==> config.mk <==
export PLATFORM = sky130hd
export DESIGN_NAME = uart_rx_param_flat
export DESIGN_NICKNAME = d
export VERILOG_FILES = /design/src/rtl/uart_pkg.sv /design/src/rtl/uart_rx_param_if.sv /design/src/rtl/uart_baud_gen.sv /design/src/rtl/uart_rx_param.sv /design/src/flat_wrapper.sv
export SDC_FILE = /design/constraint.sdc
export NUM_CORES = 1
export LEC_CHECK = 0
export ABC_AREA = 1
export BUFFER_PORTS_ARGS = -buffer_cell sky130_fd_sc_hd__buf_2
export CAP_MARGIN = 20
export CORE_MARGIN = 5
export CORE_UTILIZATION = 34
export CTS_CLUSTER_DIAMETER = 200
export CTS_CLUSTER_SIZE = 30
export DETAILED_ROUTE_END_ITERATION = 8
export PLACE_DENSITY = 0.52
export SYNTH_ARGS = -nofsm -noshare
export SYNTH_HDL_FRONTEND = slang
export SYNTH_SLANG_ARGS = --single-unit
==> constraint.sdc <==
create_clock -name i_clock -period 2.7 [get_ports i_clock]
set_input_delay 0.135 -clock i_clock [delete_from_list [all_inputs] [get_ports i_clock]]
set_output_delay 0.135 -clock i_clock [all_outputs]
set_load 0.05 [all_outputs]
==> src/rtl/uart_pkg.sv <==
// -----------------------------------------------------------------------------
// uart_pkg
// Shared definitions for the UART receiver and transmitter:
//   - uart_state_t    : receiver FSM state encoding
//   - PAR_* constants : encoding of the 2-bit parity-mode input
//   - calc_tick_rate  : system clocks per oversample tick
// Optional feature macro: UART_RX_PARITY_EN (adds the PARITY state).
// -----------------------------------------------------------------------------
package uart_pkg;

    typedef enum logic [2:0] {
        IDLE,
        START,
        DATA,
`ifdef UART_RX_PARITY_EN
        PARITY,
`endif
        STOP,
        RECOVER
    } uart_state_t;

    localparam logic [1:0] PAR_NONE  = 2'b00;
    localparam logic [1:0] PAR_EVEN  = 2'b01;
    localparam logic [1:0] PAR_ODD   = 2'b10;
    localparam logic [1:0] PAR_NONE2 = 2'b11;

    function automatic int calc_tick_rate(input int sys_clock,
                                          input int baud_rate,
                                          input int oversample);
        return sys_clock / (baud_rate * oversample);
    endfunction

endpackage

==> src/rtl/uart_rx_param_if.sv <==
// -----------------------------------------------------------------------------
// uart_rx_param_if
// Received-word bus of the UART receiver.
//   o_rx_data       : received word, LSB received first
//   o_rx_data_valid : one-cycle pulse per completed frame
//   o_parity_err    : parity check failed (valid with o_rx_data_valid)
//   o_frame_err     : a stop bit read as 0 (valid with o_rx_data_valid)
//   o_break         : whole frame read as 0 (valid with o_rx_data_valid)
//   o_busy          : receiver is not idle
// Modports: master = receiver side (drives), slave = consumer side.
// -----------------------------------------------------------------------------
interface uart_rx_param_if #(
    parameter int NB_DATA = 8
);
    logic [NB_DATA-1:0] o_rx_data;
    logic               o_rx_data_valid;
    logic               o_parity_err;
    logic               o_frame_err;
    logic               o_break;
    logic               o_busy;

    modport master (
        output o_rx_data, o_rx_data_valid, o_parity_err,
               o_frame_err, o_break, o_busy
    );

    modport slave (
        input  o_rx_data, o_rx_data_valid, o_parity_err,
               o_frame_err, o_break, o_busy
    );
endinterface

==> src/rtl/uart_baud_gen.sv <==
// -----------------------------------------------------------------------------
// uart_baud_gen
// Oversample tick generator shared by the UART receiver and transmitter.
// Counts 0..TICK_RATE-1 and pulses o_tick for one cycle at the terminal count.
// Ports:
//   i_clock : clock, rising edge
//   i_reset : asynchronous active-low reset
//   i_clear : synchronous restart of the count from 0
//   o_tick  : one-cycle tick pulse
// -----------------------------------------------------------------------------
module uart_baud_gen #(
    parameter int TICK_RATE = 651
) (
    input  logic i_clock,
    input  logic i_reset,
    input  logic i_clear,
    output logic o_tick
);
    localparam int CNT_W = (TICK_RATE > 1) ? $clog2(TICK_RATE) : 1;
    localparam logic [CNT_W-1:0] TERMINAL = CNT_W'(TICK_RATE - 1);

    logic [CNT_W-1:0] count;

    always_ff @(posedge i_clock or negedge i_reset) begin
        if (!i_reset) begin
            count <= '0;
        end else if (i_clear || count == TERMINAL) begin
            count <= '0;
        end else begin
            count <= count + 1'b1;
        end
    end

    // A clear cycle suppresses the tick so a restarted bit never sees a stale one
    assign o_tick = (count == TERMINAL) && !i_clear;

endmodule

==> src/rtl/uart_rx_param.sv <==
// -----------------------------------------------------------------------------
// uart_rx_param
// Parameterised UART receiver with 2-of-3 majority mid-bit sampling, optional
// parity, 1 or 2 stop bits, frame-error / break detection and line recovery.
// Ports:
//   i_clock       : clock, rising edge
//   i_reset       : asynchronous active-low reset
//   i_rx          : asynchronous serial line, idles high
//   i_parity_mode : 00 none, 01 even, 10 odd, 11 none
//   rx_out        : uart_rx_param_if.master, received word and status
// Optional feature macro: UART_RX_PARITY_EN. Without it the frame carries no
// parity bit, i_parity_mode is ignored and o_parity_err is constant 0.
// -----------------------------------------------------------------------------
module uart_rx_param
    import uart_pkg::*;
#(
    parameter int NB_DATA    = 8,
    parameter int NB_STOP    = 1,
    parameter int OVERSAMPLE = 16,
    parameter int SYS_CLOCK  = 100000000,
    parameter int BAUD_RATE  = 9600
) (
    input  logic       i_clock,
    input  logic       i_reset,
    input  logic       i_rx,
    input  logic [1:0] i_parity_mode,
    uart_rx_param_if.master rx_out
);
    localparam int TICK_RATE = calc_tick_rate(SYS_CLOCK, BAUD_RATE, OVERSAMPLE);
    localparam int OS_W = $clog2(OVERSAMPLE);
    localparam logic [OS_W-1:0] OS_FIRST = OS_W'(OVERSAMPLE/2 - 1);
    localparam logic [OS_W-1:0] OS_MID   = OS_W'(OVERSAMPLE/2);
    localparam logic [OS_W-1:0] OS_LAST  = OS_W'(OVERSAMPLE/2 + 1);
    localparam logic [OS_W-1:0] OS_END   = OS_W'(OVERSAMPLE - 1);

    uart_state_t        state, next_state;
    logic               rx_meta, rx_sync, rx_prev;
    logic               tick, baud_clear;
    logic [OS_W-1:0]    os_cnt;
    logic [1:0]         samples;
    logic [3:0]         bit_cnt;
    logic               stop_idx;
    logic [NB_DATA-1:0] shift_reg;
    logic               all_zero, frame_bad;
    logic [NB_DATA-1:0] rx_data;
    logic               rx_valid, frame_err, brk;
    logic               fall_edge, s_first, s_mid, s_last, bit_end;
    logic               maj, last_stop, frame_err_now;
`ifdef UART_RX_PARITY_EN
    logic [1:0]         mode_latched;
    logic               par_acc, par_err_acc, par_err, parity_en;
`else
    logic               unused_parity_mode;
    assign unused_parity_mode = ^i_parity_mode;
`endif

    uart_baud_gen #(.TICK_RATE(TICK_RATE)) u_baud_gen (
        .i_clock (i_clock),
        .i_reset (i_reset),
        .i_clear (baud_clear),
        .o_tick  (tick)
    );

    // Sample-point decode; the third sample is the live synchronized value
    assign fall_edge     = rx_prev && !rx_sync;
    assign s_first       = tick && (os_cnt == OS_FIRST);
    assign s_mid         = tick && (os_cnt == OS_MID);
    assign s_last        = tick && (os_cnt == OS_LAST);
    assign bit_end       = tick && (os_cnt == OS_END);
    assign maj           = (samples[0] & samples[1]) | ((samples[0] | samples[1]) & rx_sync);
    assign last_stop     = (NB_STOP == 1) || stop_idx;
    assign frame_err_now = frame_bad || !maj;
`ifdef UART_RX_PARITY_EN
    assign parity_en     = (mode_latched == PAR_EVEN) || (mode_latched == PAR_ODD);
`endif

    // FSM state register
    always_ff @(posedge i_clock or negedge i_reset) begin
        if (!i_reset) state <= IDLE;
        else          state <= next_state;
    end

    // Next-state logic; START decides at the third sample so glitches release
    // early, while DATA/PARITY advance on bit boundaries and STOP finishes at
    // its final sample to allow back-to-back frames
    always_comb begin
        next_state = state;
        baud_clear = 1'b0;
        case (state)
            IDLE: begin
                if (fall_edge) begin
                    next_state = START;
                    baud_clear = 1'b1;
                end
            end
            START: begin
                if (s_last && maj)  next_state = IDLE;
                else if (bit_end)   next_state = DATA;
            end
            DATA: begin
                if (bit_end && bit_cnt == 4'(NB_DATA)) begin
`ifdef UART_RX_PARITY_EN
                    next_state = parity_en ? PARITY : STOP;
`else
                    next_state = STOP;
`endif
                end
            end
`ifdef UART_RX_PARITY_EN
            PARITY: begin
                if (bit_end) next_state = STOP;
            end
`endif
            STOP: begin
                if (s_last && last_stop) next_state = frame_err_now ? RECOVER : IDLE;
            end
            RECOVER: begin
                if (rx_sync) next_state = IDLE;
            end
            default: next_state = IDLE;
        endcase
    end

    // Synchronizer, oversample counter and frame datapath
    always_ff @(posedge i_clock or negedge i_reset) begin
        if (!i_reset) begin
            rx_meta   <= 1'b1;
            rx_sync   <= 1'b1;
            rx_prev   <= 1'b1;
            os_cnt    <= '0;
            samples   <= '0;
            bit_cnt   <= '0;
            stop_idx  <= 1'b0;
            shift_reg <= '0;
            all_zero  <= 1'b0;
            frame_bad <= 1'b0;
            rx_data   <= '0;
            rx_valid  <= 1'b0;
            frame_err <= 1'b0;
            brk       <= 1'b0;
`ifdef UART_RX_PARITY_EN
            mode_latched <= PAR_NONE;
            par_acc      <= 1'b0;
            par_err_acc  <= 1'b0;
            par_err      <= 1'b0;
`endif
        end else begin
            rx_meta  <= i_rx;
            rx_sync  <= rx_meta;
            rx_prev  <= rx_sync;
            rx_valid <= 1'b0;
            if (baud_clear)    os_cnt <= '0;
            else if (bit_end)  os_cnt <= '0;
            else if (tick)     os_cnt <= os_cnt + 1'b1;
            if (s_first) samples[0] <= rx_sync;
            if (s_mid)   samples[1] <= rx_sync;
            case (state)
                IDLE: begin
                    if (fall_edge) begin
                        bit_cnt   <= '0;
                        stop_idx  <= 1'b0;
                        all_zero  <= 1'b1;
                        frame_bad <= 1'b0;
`ifdef UART_RX_PARITY_EN
                        mode_latched <= i_parity_mode;
                        par_acc      <= 1'b0;
                        par_err_acc  <= 1'b0;
`endif
                    end
                end
                DATA: begin
                    if (s_last) begin
                        shift_reg <= {maj, shift_reg[NB_DATA-1:1]};
                        bit_cnt   <= bit_cnt + 1'b1;
                        all_zero  <= all_zero & ~maj;
`ifdef UART_RX_PARITY_EN
                        par_acc   <= par_acc ^ maj;
`endif
                    end
                end
`ifdef UART_RX_PARITY_EN
                PARITY: begin
                    if (s_last) begin
                        par_err_acc <= (mode_latched == PAR_ODD) ? ~(par_acc ^ maj) : (par_acc ^ maj);
                        all_zero    <= all_zero & ~maj;
                    end
                end
`endif
                STOP: begin
                    if (s_last && !last_stop) begin
                        frame_bad <= frame_err_now;
                        all_zero  <= all_zero & ~maj;
                    end
                    if (bit_end && !last_stop) stop_idx <= 1'b1;
                    // Only the first stop bit takes part in break detection
                    if (s_last && last_stop) begin
                        rx_data   <= shift_reg;
                        rx_valid  <= 1'b1;
                        frame_err <= frame_err_now;
                        brk       <= stop_idx ? all_zero : (all_zero & ~maj);
`ifdef UART_RX_PARITY_EN
                        par_err   <= par_err_acc;
`endif
                    end
                end
                default: begin
                end
            endcase
        end
    end

    assign rx_out.o_rx_data       = rx_data;
    assign rx_out.o_rx_data_valid = rx_valid;
    assign rx_out.o_frame_err     = frame_err;
    assign rx_out.o_break         = brk;
    assign rx_out.o_busy          = (state != IDLE);
`ifdef UART_RX_PARITY_EN
    assign rx_out.o_parity_err    = par_err;
`else
    assign rx_out.o_parity_err    = 1'b0;
`endif

endmodule
==> src/flat_wrapper.sv <==
// flat-port wrapper written by rule: the top's interface ports become plain ports
module uart_rx_param_flat import uart_pkg::*;
#(
    parameter int NB_DATA    = 8,
    parameter int NB_STOP    = 1,
    parameter int OVERSAMPLE = 16,
    parameter int SYS_CLOCK  = 100000000,
    parameter int BAUD_RATE  = 9600
)
  (i_clock, i_reset, i_rx, i_parity_mode, rx_out_o_rx_data, rx_out_o_rx_data_valid, rx_out_o_parity_err, rx_out_o_frame_err, rx_out_o_break, rx_out_o_busy);
  uart_rx_param_if #(.NB_DATA(NB_DATA)) rx_out_i ();
  input  logic i_clock;
  input  logic i_reset;
  input  logic i_rx;
  input  logic [1:0] i_parity_mode;
  output wire logic [$bits(rx_out_i.o_rx_data)-1:0] rx_out_o_rx_data;
  output wire logic [$bits(rx_out_i.o_rx_data_valid)-1:0] rx_out_o_rx_data_valid;
  output wire logic [$bits(rx_out_i.o_parity_err)-1:0] rx_out_o_parity_err;
  output wire logic [$bits(rx_out_i.o_frame_err)-1:0] rx_out_o_frame_err;
  output wire logic [$bits(rx_out_i.o_break)-1:0] rx_out_o_break;
  output wire logic [$bits(rx_out_i.o_busy)-1:0] rx_out_o_busy;
  assign rx_out_o_rx_data = rx_out_i.o_rx_data;
  assign rx_out_o_rx_data_valid = rx_out_i.o_rx_data_valid;
  assign rx_out_o_parity_err = rx_out_i.o_parity_err;
  assign rx_out_o_frame_err = rx_out_i.o_frame_err;
  assign rx_out_o_break = rx_out_i.o_break;
  assign rx_out_o_busy = rx_out_i.o_busy;
  uart_rx_param #(.NB_DATA(NB_DATA), .NB_STOP(NB_STOP), .OVERSAMPLE(OVERSAMPLE), .SYS_CLOCK(SYS_CLOCK), .BAUD_RATE(BAUD_RATE)) u_core (.i_clock(i_clock), .i_reset(i_reset), .i_rx(i_rx), .i_parity_mode(i_parity_mode), .rx_out(rx_out_i));
endmodule
==> metrics.yaml, run 1 <==
critical-path-max-stage-delay_ns: 0.41
cts_max_level: 2
synth_cell_types: 30
slowest_stage: "dfrtp_1"
muxShareOfSynthArea: 0
hp-class: "in2async"
grt_pass1_wl_mm: 6.93
r2r_start: "u_core.u_baud_gen.count[0]"
port_buffers: 14
yosysMostFrequentCell: "nand2_1"
synth_compound_area_frac: 0.112
netlist_instances: 261
rr_endpoint: "u_core.bit_cnt[1]"
async_flop_share: 1.00
topRoutingLayerUsed: "met4"
synth_common_cells: "55 x nand2_1, 43 x dfrtp_1, 37 x inv_1"
cts.sinks: 46
first_pass_iters: 4
finalWeightedCongestion: 0.768
rsz0062_at_grt: "no"
crit_fanout: 16
sequentialPowerShare: 0.514
synth_seq_cells: 46
r2r_cells: 12
power.share.switching: 0.328
vias: 1643
largest_register_ffs: 10
overflow: 0
wl_per_cell_um: 10.9
final_area_sq_um: 2550
clk_latency_ns: 0.30
wl_met3_um: 165
wl_met1_mm: 2.03
die_h_um: 92.0
cts_tree: "built"
synth_top_area_share: 0.471
ir_drop_uv: 247
drcViolationCount: 0
path_delay_family: "simple AND/OR/NAND/NOR gates"
cts_root_buf: "clkbuf_8"
initial_core_util: 0.354
dieArea_sq_um: 8450
area_delta_synth_final_pct: 11.8
synth_fa_ha_area_frac: 0.0384
reg2reg_slack_ns: 0.86
viasPerCell: 4.56
setup-violations-final: 0
post_cts_buffers: 0
synth_top_family_by_area: "simple AND/OR/NAND/NOR gates"
dpl.hpwl_mm: 2.83
yosysTopAreaCell: "dfrtp_1"
drtIter0Drc: 58
avgSynthCellArea_sq_um: 8.75
pin_count: 18
p_clk_frac: 0.286
power_density_nw_per_um2: 595
total_power_w: 0.00152
maxCapViolations: 0
post-route-period-util: 0.682
p_int_w: 0.00102
tns_ns: 0
grt_max_degree: 47
critical_path_buf_inv_count: 3
core_area_sq_um: 6460
wl_mm: 3.93
switchingPower_w: 0.000498
whs_ns: 0.299
yosys_warnings: 0
drv_slew: 0
routed-wl-met2_mm: 1.67
max_freq_mhz: 543
postCtsResizedCells: 0
syn_nets: 273
critPathLaunch: "u_core.u_baud_gen.count[0]"
synth_seq_area_share: 0.506
antenna_found_initial: 0
cp_data_required_time_ns: 2.93
cp-start-kind: "register"
clk_pin_slew_worst_paths_ns: 0.09
drive_gt1_frac: 0.198
crit_chain: "inv_1 > ha_1 > inv_1 > nor2_1 > nand2_1 > nor2_4 > nand4_4 > nor2_4 > inv_2 > nand2_4 > nand3_1 > o21ai_1"
yosys.area_share.simple: 0.246
synth_ff_type: "dfrtp_1"
synth-edff-count: 0
synth_xor_area_frac: 0.00767
power.leakage_nw: 1.20
path_class: "reg2reg"
cts.path.max_buffers: 2
ys_top_cells_by_area: "dfrtp_1 47%, nand2_1 9.0%, inv_1 6.1%"
crit_arrival_ns: 2.07
numCtsBuffers: 5
die_width_um: 92.0
clock-skew-final_ns: 0.00756
fin_util: 0.395
fin_nets: 294
outcome: "finished, final reports clean"
worstSetupEndpointType: "register"
finalHoldViolCount: 0
n_antenna_cell: 0
ant_nets: 0
rows: 29
power_frac_comb: 0.200
placed_cell_area_sq_um: 2420
first_global_vias: 1496
hold_buffers: 1
post-route-min-period_ns: 1.84
track_usage: 0.102
syn_area_sq_um: 2280
-- metrics by stage --
step / instances / setup WS [ns]
finish: 360 / 0.858
global route: 360 / 0.659
CTS: 358 / 0.813
detailed placement: 349 / 0.826
global placement: 349 / 0.854
floorplan: 261 / 1.12
-- power by group through the flow --
stage,Sequential [W],Combinational (W),Clock [W]
CTS,0.000783,0.000304,0.000459
floorplan,0.000789,0.000241,0
finish,0.000782,0.000304,0.000434
global route,0.000791,0.000355,0.000490
detailed placement,0.000797,0.000302,0
global placement,0.000797,0.000302,0
-- kinds of logic (layout without fill, tap and decap cells) --
group	count (synthesis)	after routing
AND/OR/NAND/NOR	113	113
other	1	1
buffers and inverters	48	70
adder cells (fa/ha/maj)	7	7
AO/OA/AOI/OAI	44	44
flip-flops	46	46
XOR/XNOR	2	2
-- placed cells by master, fill, tap and decap left out, types with 2 or more instances in the layout --
cell type	instances
inv_1	37
nand3_1	16
nor2_4	6
dfstp_2	3
nor2_1	18
nand4_1	4
o21ai_1	4
inv_2	7
buf_2	14
dlygate4sd3_1	2
nor2_2	3
xor2_1	2
clkbuf_8	5
nor3_1	6
dfrtp_1	43
nand2_1	55
o21ai_2	7
a21oi_1	8
ha_1	7
o21ai_0	21
-- layer usage --
metal / GRT usage / up-vias
li1: - / 867
met1: 0.142 / 744
met2: 0.149 / 26
met3: 0.0319 / 6
met4: 0.0371 / 0
met5: 0 / -
-- worst max path at each step --
stage                     slack [ns]                    end  cells after the start
after floorplan                 1.12  u_core.rx_out.o_break                     12
after global placement          0.85      u_core.bit_cnt[3]                     11
after detailed placement        0.83      u_core.bit_cnt[0]                     12
after CTS                       0.81      u_core.bit_cnt[1]                     12
after global routing            0.66      u_core.bit_cnt[1]                     12
final                           0.86      u_core.bit_cnt[1]                     12
-- cell type report --
class | count | area (sq um)
Tap cell | 77 | 96.3
Clock buffer | 5 | 68.8
Multi-Input combinational cell | 167 | 927
Fill cell | 666 | 3910
Inverter | 45 | 171
Clock inverter | 3 | 25.0
Sequential cell | 46 | 1150
Timing Repair Buffer | 17 | 110
No activity file was read; power rests on OpenSTA's default activity.
==> run 2: changes to the inputs <==
==> constraint.sdc (replaced) <==
create_clock -name i_clock -period 1.7 [get_ports i_clock]
set_input_delay 0.085 -clock i_clock [delete_from_list [all_inputs] [get_ports i_clock]]
set_output_delay 0.085 -clock i_clock [all_outputs]
set_load 0.05 [all_outputs]
==> run 2 against run 1 <==
Against the previous run:
- cell count up 3.1%
- via count up 1.9%
- critical path depth unchanged
- clock skew up 0.00091 ns
- register-to-register slack worse by 0.83 ns
- non-clock buffer count up 11
- fmax up 10%
==> metrics.yaml, run 2 (synthesis gave the netlist of run 1 again) <==
outcome: "finished, final reports clean"
drv_slew: 0
final_area_sq_um: 2700
hp-class: "in2async"
die_width_um: 92.0
cts_root_buf: "clkbuf_8"
drcViolationCount: 0
ir_drop_uv: 399
drtIter0Drc: 79
first_pass_iters: 4
fill_cells: 672
viasPerCell: 4.51
max_freq_mhz: 600
cts_max_level: 2
wl_mm: 4.16
fin_nets: 305
overflow: 0
dieArea_sq_um: 8450
dp.cells: 356
maxCapViolations: 0
power.leakage_nw: 1.27
wl_met1_mm: 2.11
path_class: "reg2reg"
setup-violations-final: 0
pin_count: 18
crit_arrival_ns: 1.86
routed-wl-met2_mm: 1.83
n_antenna_cell: 0
final_cell_count_no_fill: 371
ant_nets: 0
dpl.hpwl_mm: 3.01
power_density_nw_per_um2: 936
cp-start-kind: "register"
initial_core_util: 0.354
topRoutingLayerUsed: "met4"
clk_latency_ns: 0.30
cp_data_required_time_ns: 1.90
post-route-period-util: 0.981
vias: 1674
grt_max_degree: 28
first_global_vias: 1586
finalHoldViolCount: 0
grt_pass1_wl_mm: 7.11
wl_met3_um: 156
clock-skew-final_ns: 0.00847
rows: 29
port_buffers: 14
track_usage: 0.104
clk_pin_slew_worst_paths_ns: 0.09
drive_gt1_frac: 0.262
largest_register_ffs: 10
multiInputGateArea_sq_um: 978
crit_fanout: 17
final_common_cell: "nand2_1"
placed_cell_area_sq_um: 2480
finalWeightedCongestion: 0.756
numCtsBuffers: 5
rsz0062_at_grt: "yes"
regArea_sq_um: 1150
die_h_um: 92.0
area_delta_synth_final_pct: 18.3
worstSetupEndpointType: "register"
post-route-min-period_ns: 1.67
fin_util: 0.418
final_cell_mix: "53 x nand2_1, 43 x dfrtp_1, 36 x inv_1"
cts.sinks: 46
wl_per_cell_um: 11.2
cts.path.max_buffers: 2
core_area_sq_um: 6460
cts_tree: "built"
antenna_found_initial: 0
run 2: routing by layer:
layer	global-route usage	up-vias
li1	-	886
met1	0.141	754
met3	0.0254	7
met2	0.157	27
met5	0	-
met4	0.0446	0
run 2: layout make-up:
type                       count  area share
sequential                    46       0.428
multi-input combinational    167       0.362
timing repair buffer          28      0.0755
inverter                      45      0.0644
tap                           77      0.0357
clock buffer                   5      0.0255
clock inverter                 3     0.00926
run 2: report_power, final:
part           internal, W  switching, W
logic             0.000222      0.000376
clock network     0.000297      0.000395
registers          0.00117     0.0000692
total              0.00169      0.000840
run 2: through the flow:
stage / hold slack, ns / worst slack (ns) / TNS [ns] / total power [W]
after floorplan: -0.211 / 0.117 / 0 / 0.00164
after global placement: 0.0904 / 0.0502 / 0 / 0.00178
after detailed placement: 0.0827 / 0.0277 / 0 / 0.00178
after CTS: 0.297 / 0.00936 / 0 / 0.00249
after global routing: 0.323 / -0.104 / -1.35 / 0.00268
final: 0.276 / 0.0328 / 0 / 0.00253
run 2: repair_timing:
item,CTS,global route
hold buffers,2,0
hold endpoints to repair,20,0
endpoints found under the setup margin,0,29
buffers inserted,0,5
gates resized for setup,0,20
run 2: worst max-delay path, stage by stage (launching register included):
cell	delay, ns
dfrtp_1	0.39
inv_1	0.06
ha_1	0.15
inv_2	0.05
nor2_4	0.09
nand2_2	0.07
nor2_4	0.10
nand4_4	0.13
buf_4	0.18
nor2_4	0.13
inv_6	0.10
nand2_1	0.08
o21ai_2	0.05
run 2: path summary, 6_finish.rpt:
kind | from | endpoint | slack (ns) | depth (start not counted)
worst min-delay path | i_reset | u_core.rx_out.o_rx_data[6] | 0.28 | 2
worst max register to register | u_core.u_baud_gen.count[0] | u_core.rx_out.o_rx_data[6] | 0.03 | 12
worst min register to register | u_core.rx_meta | u_core.rx_sync | 0.36 | 0
worst max-delay path | u_core.u_baud_gen.count[0] | u_core.rx_out.o_rx_data[6] | 0.03 | 12
max in group asynchronous | i_reset | u_core.rx_prev | 0.85 | 3
min in group i_clock | u_core.rx_meta | u_core.rx_sync | 0.36 | 0
==> run 3: changes to the inputs <==
--- a/config.mk
+++ b/config.mk
@@ -5,7 +5,6 @@
 export SDC_FILE = /design/constraint.sdc
 export NUM_CORES = 1
 export LEC_CHECK = 0
-export ABC_AREA = 1
 export BUFFER_PORTS_ARGS = -buffer_cell sky130_fd_sc_hd__buf_2
 export CAP_MARGIN = 20
 export CORE_MARGIN = 5
==> run 3 against run 2 <==
Against the previous run:
- the flow now finishes with violations (negative setup slack)
- clock skew up 0.00072 ns
- synthesized cell count down 28%
- worst setup slack worse by 0.20 ns
- worst hold slack better by 0.085 ns
- global-route usage up 0.53 points
- cell count down 13%
- sequential share of layout area down 2.5 points
- clock-buffer cell count up 1
- critical endpoint is now u_core.bit_cnt[3]
==> metrics.yaml, run 3 <==
initial_core_util: 0.347
async_flop_share: 1.00
power.leakage_nw: 1.35
crit_arrival_ns: 2.05
avgSynthCellArea_sq_um: 11.6
power_density_nw_per_um2: 847
post-route-period-util: 1.10
whs_ns: 0.361
setup_slack_ns: -0.164
synth_common_cells: "43 x dfrtp_1, 17 x mux2_2, 17 x nor2_1"
rsz0062_at_grt: "yes"
final_cell_mix: "43 x dfrtp_1, 32 x buf_4, 15 x nor2_1"
violations: "negative setup slack"
use_met1: 0.149
power.share.switching: 0.284
cts.sinks: 46
dpl.hpwl_mm: 2.87
numCtsBuffers: 5
rows: 29
die_width_um: 90.3
synth_seq_area_share: 0.527
yosysTopAreaCell: "dfrtp_1"
syn_area_sq_um: 2190
drcViolationCount: 0
synth-edff-count: 0
grt_pass1_wl_mm: 7.33
grt_max_degree: 47
drv_slew: 0
synth_cell_types: 43
cp_num_cells: 7
n_antenna_cell: 0
outcome: "complete, but fails checks"
ir_drop_uv: 465
r2r_cells: 7
overflow: 0
synth_top_area_share: 0.491
cts_root_buf: "clkbuf_8"
post-route-min-period_ns: 1.86
clk_pin_slew_worst_paths_ns: 0.08
drive_gt1_frac: 0.451
holdPathStages: 0
synth_seq_cells: 46
vias: 1524
fin_util: 0.455
largest_register_ffs: 10
slew_headroom: 0.612
dieArea_sq_um: 8150
fin_nets: 255
maxCapViolations: 0
cts.path.max_buffers: 2
cp_data_required_time_ns: 1.89
cts_tree: "built"
worstSetupEndpointType: "register"
track_usage: 0.109
wl_mm: 4.32
viasPerCell: 4.75
netlist_instances: 188
port_buffers: 14
critical-path-max-stage-delay_ns: 0.62
die_h_um: 90.3
switchingPower_w: 0.000691
final_cell_count_no_fill: 321
ant_nets: 0
yosys_warnings: 0
sequentialPowerShare: 0.518
first_pass_iters: 4
p_clk_frac: 0.271
pin_count: 18
critical_path_buf_inv_count: 1
area_delta_synth_final_pct: 31.1
clk_latency_ns: 0.30
total_power_w: 0.00243
wl_per_cell_um: 13.5
hp-class: "reg2reg"
power_frac_comb: 0.211
worst-slew-pin-transition_ns: 0.581
synth_ff_type: "dfrtp_1"
busiest_layer: "met2"
crit_fanout: 4
ys_top_cells_by_area: "dfrtp_1 49%, mux2_2 8.7%, ha_1 4.0%"
finalWeightedCongestion: 0.770
path_class: "reg2reg"
yosysMostFrequentCell: "dfrtp_1"
syn_nets: 200
final_common_cell: "dfrtp_1"
path_delay_family: "simple AND/OR/NAND/NOR gates"
dp.cells: 305
cp-start-kind: "register"
max_freq_mhz: 536
met2_usage: 0.168
cts_max_level: 2
clock-skew-final_ns: 0.00919
antenna_found_initial: 0
drtIter0Drc: 79
gr-usage-met3: 0.0275
slowest_stage: "or4_4"
first_global_vias: 1503
crit_chain: "inv_1 > ha_2 > nand4bb_4 > or4_4 > nor3_4 > xnor2_2 > nor2_2"
finalHoldViolCount: 0
setup-violations-final: 34
p_int_w: 0.00174
fill_cells: 595
core_area_sq_um: 6310
-- run 3: cell count changes after synthesis, moves of 4 or more --
cell | before | now
nand2_1 | 55 | 11
inv_1 | 37 | 8
mux2_2 | 0 | 17
o21ai_0 | 21 | 11
inv_2 | 7 | 0
o21ai_2 | 7 | 0
a21oi_1 | 8 | 2
nor2_4 | 6 | 1
xnor2_1 | 0 | 5
nor3_1 | 6 | 2
o21ai_1 | 4 | 0
xor2_1 | 2 | 6
-- run 3: cells by family (layout without fill, tap and decap cells) --
logic type	count (synthesis)	count (layout)	share of synthesized area
XOR/XNOR	11	11	0.0440
AND/OR/NAND/NOR	70	71	0.206
other	1	1	0.00171
AO/OA/AOI/OAI	22	22	0.0611
flip-flops	46	46	0.527
adder cells (fa/ha/maj)	7	7	0.0400
buffers and inverters	14	69	0.0326
multiplexers	17	17	0.0874
-- run 3: worst paths after layout --
check	end	slack, ns	from
worst max-delay path	u_core.bit_cnt[3]	-0.16	u_core.u_baud_gen.count[0]
worst min-delay path	u_core.rx_sync	0.36	u_core.rx_meta
worst max register to register	u_core.bit_cnt[3]	-0.16	u_core.u_baud_gen.count[0]
worst min register to register	u_core.rx_sync	0.36	u_core.rx_meta
max in group asynchronous	u_core.u_baud_gen.count[1]	0.90	i_reset
min in group asynchronous	u_core.rx_out.o_rx_data[3]	0.40	i_reset
-- run 3: metal layers --
metal	up-vias	wire length [um]
li1	759	-
met1	734	2040
met2	26	2060
met3	5	176
met4	0	47
met5	-	0
-- run 3: power groups by stage --
stage | clock, W | combinational, W | sequential (W)
floorplan | 0 | 0.000283 | 0.00128
global placement | 0 | 0.000474 | 0.00127
detailed placement | 0 | 0.000476 | 0.00128
CTS | 0.000689 | 0.000504 | 0.00125
global route | 0.000733 | 0.000571 | 0.00127
finish | 0.000659 | 0.000514 | 0.00126
-- run 3: cell type report --
class | instances | area, sq um | share of cell area
multi-input combinational | 129 | 1110 | 0.388
inverter | 8 | 30.0 | 0.0105
sequential | 46 | 1150 | 0.402
clock inverter | 2 | 13.8 | 0.00480
clock buffer | 6 | 72.6 | 0.0253
timing repair buffer | 53 | 390 | 0.136
tap | 77 | 96.3 | 0.0336
-- run 3: metrics by stage --
stage / setup TNS (ns) / area [sq um] / setup WS (ns)
after CTS: -2.26 / 2790 / -0.155
after floorplan: -3.17 / 2230 / -0.232
after global placement: -3.08 / 2590 / -0.171
after detailed placement: -3.97 / 2590 / -0.229
final: -3.35 / 2870 / -0.164
after global routing: -7.77 / 2870 / -0.258
-- run 3: repair_timing --
item,4_1_cts,5_1_grt
setup endpoints to repair,39,42
hold buffers,2,0
gates cloned,2,0
endpoints found under the hold margin,44,0
gates resized for setup,19,17
buffers inserted,2,2
pin swaps,4,9
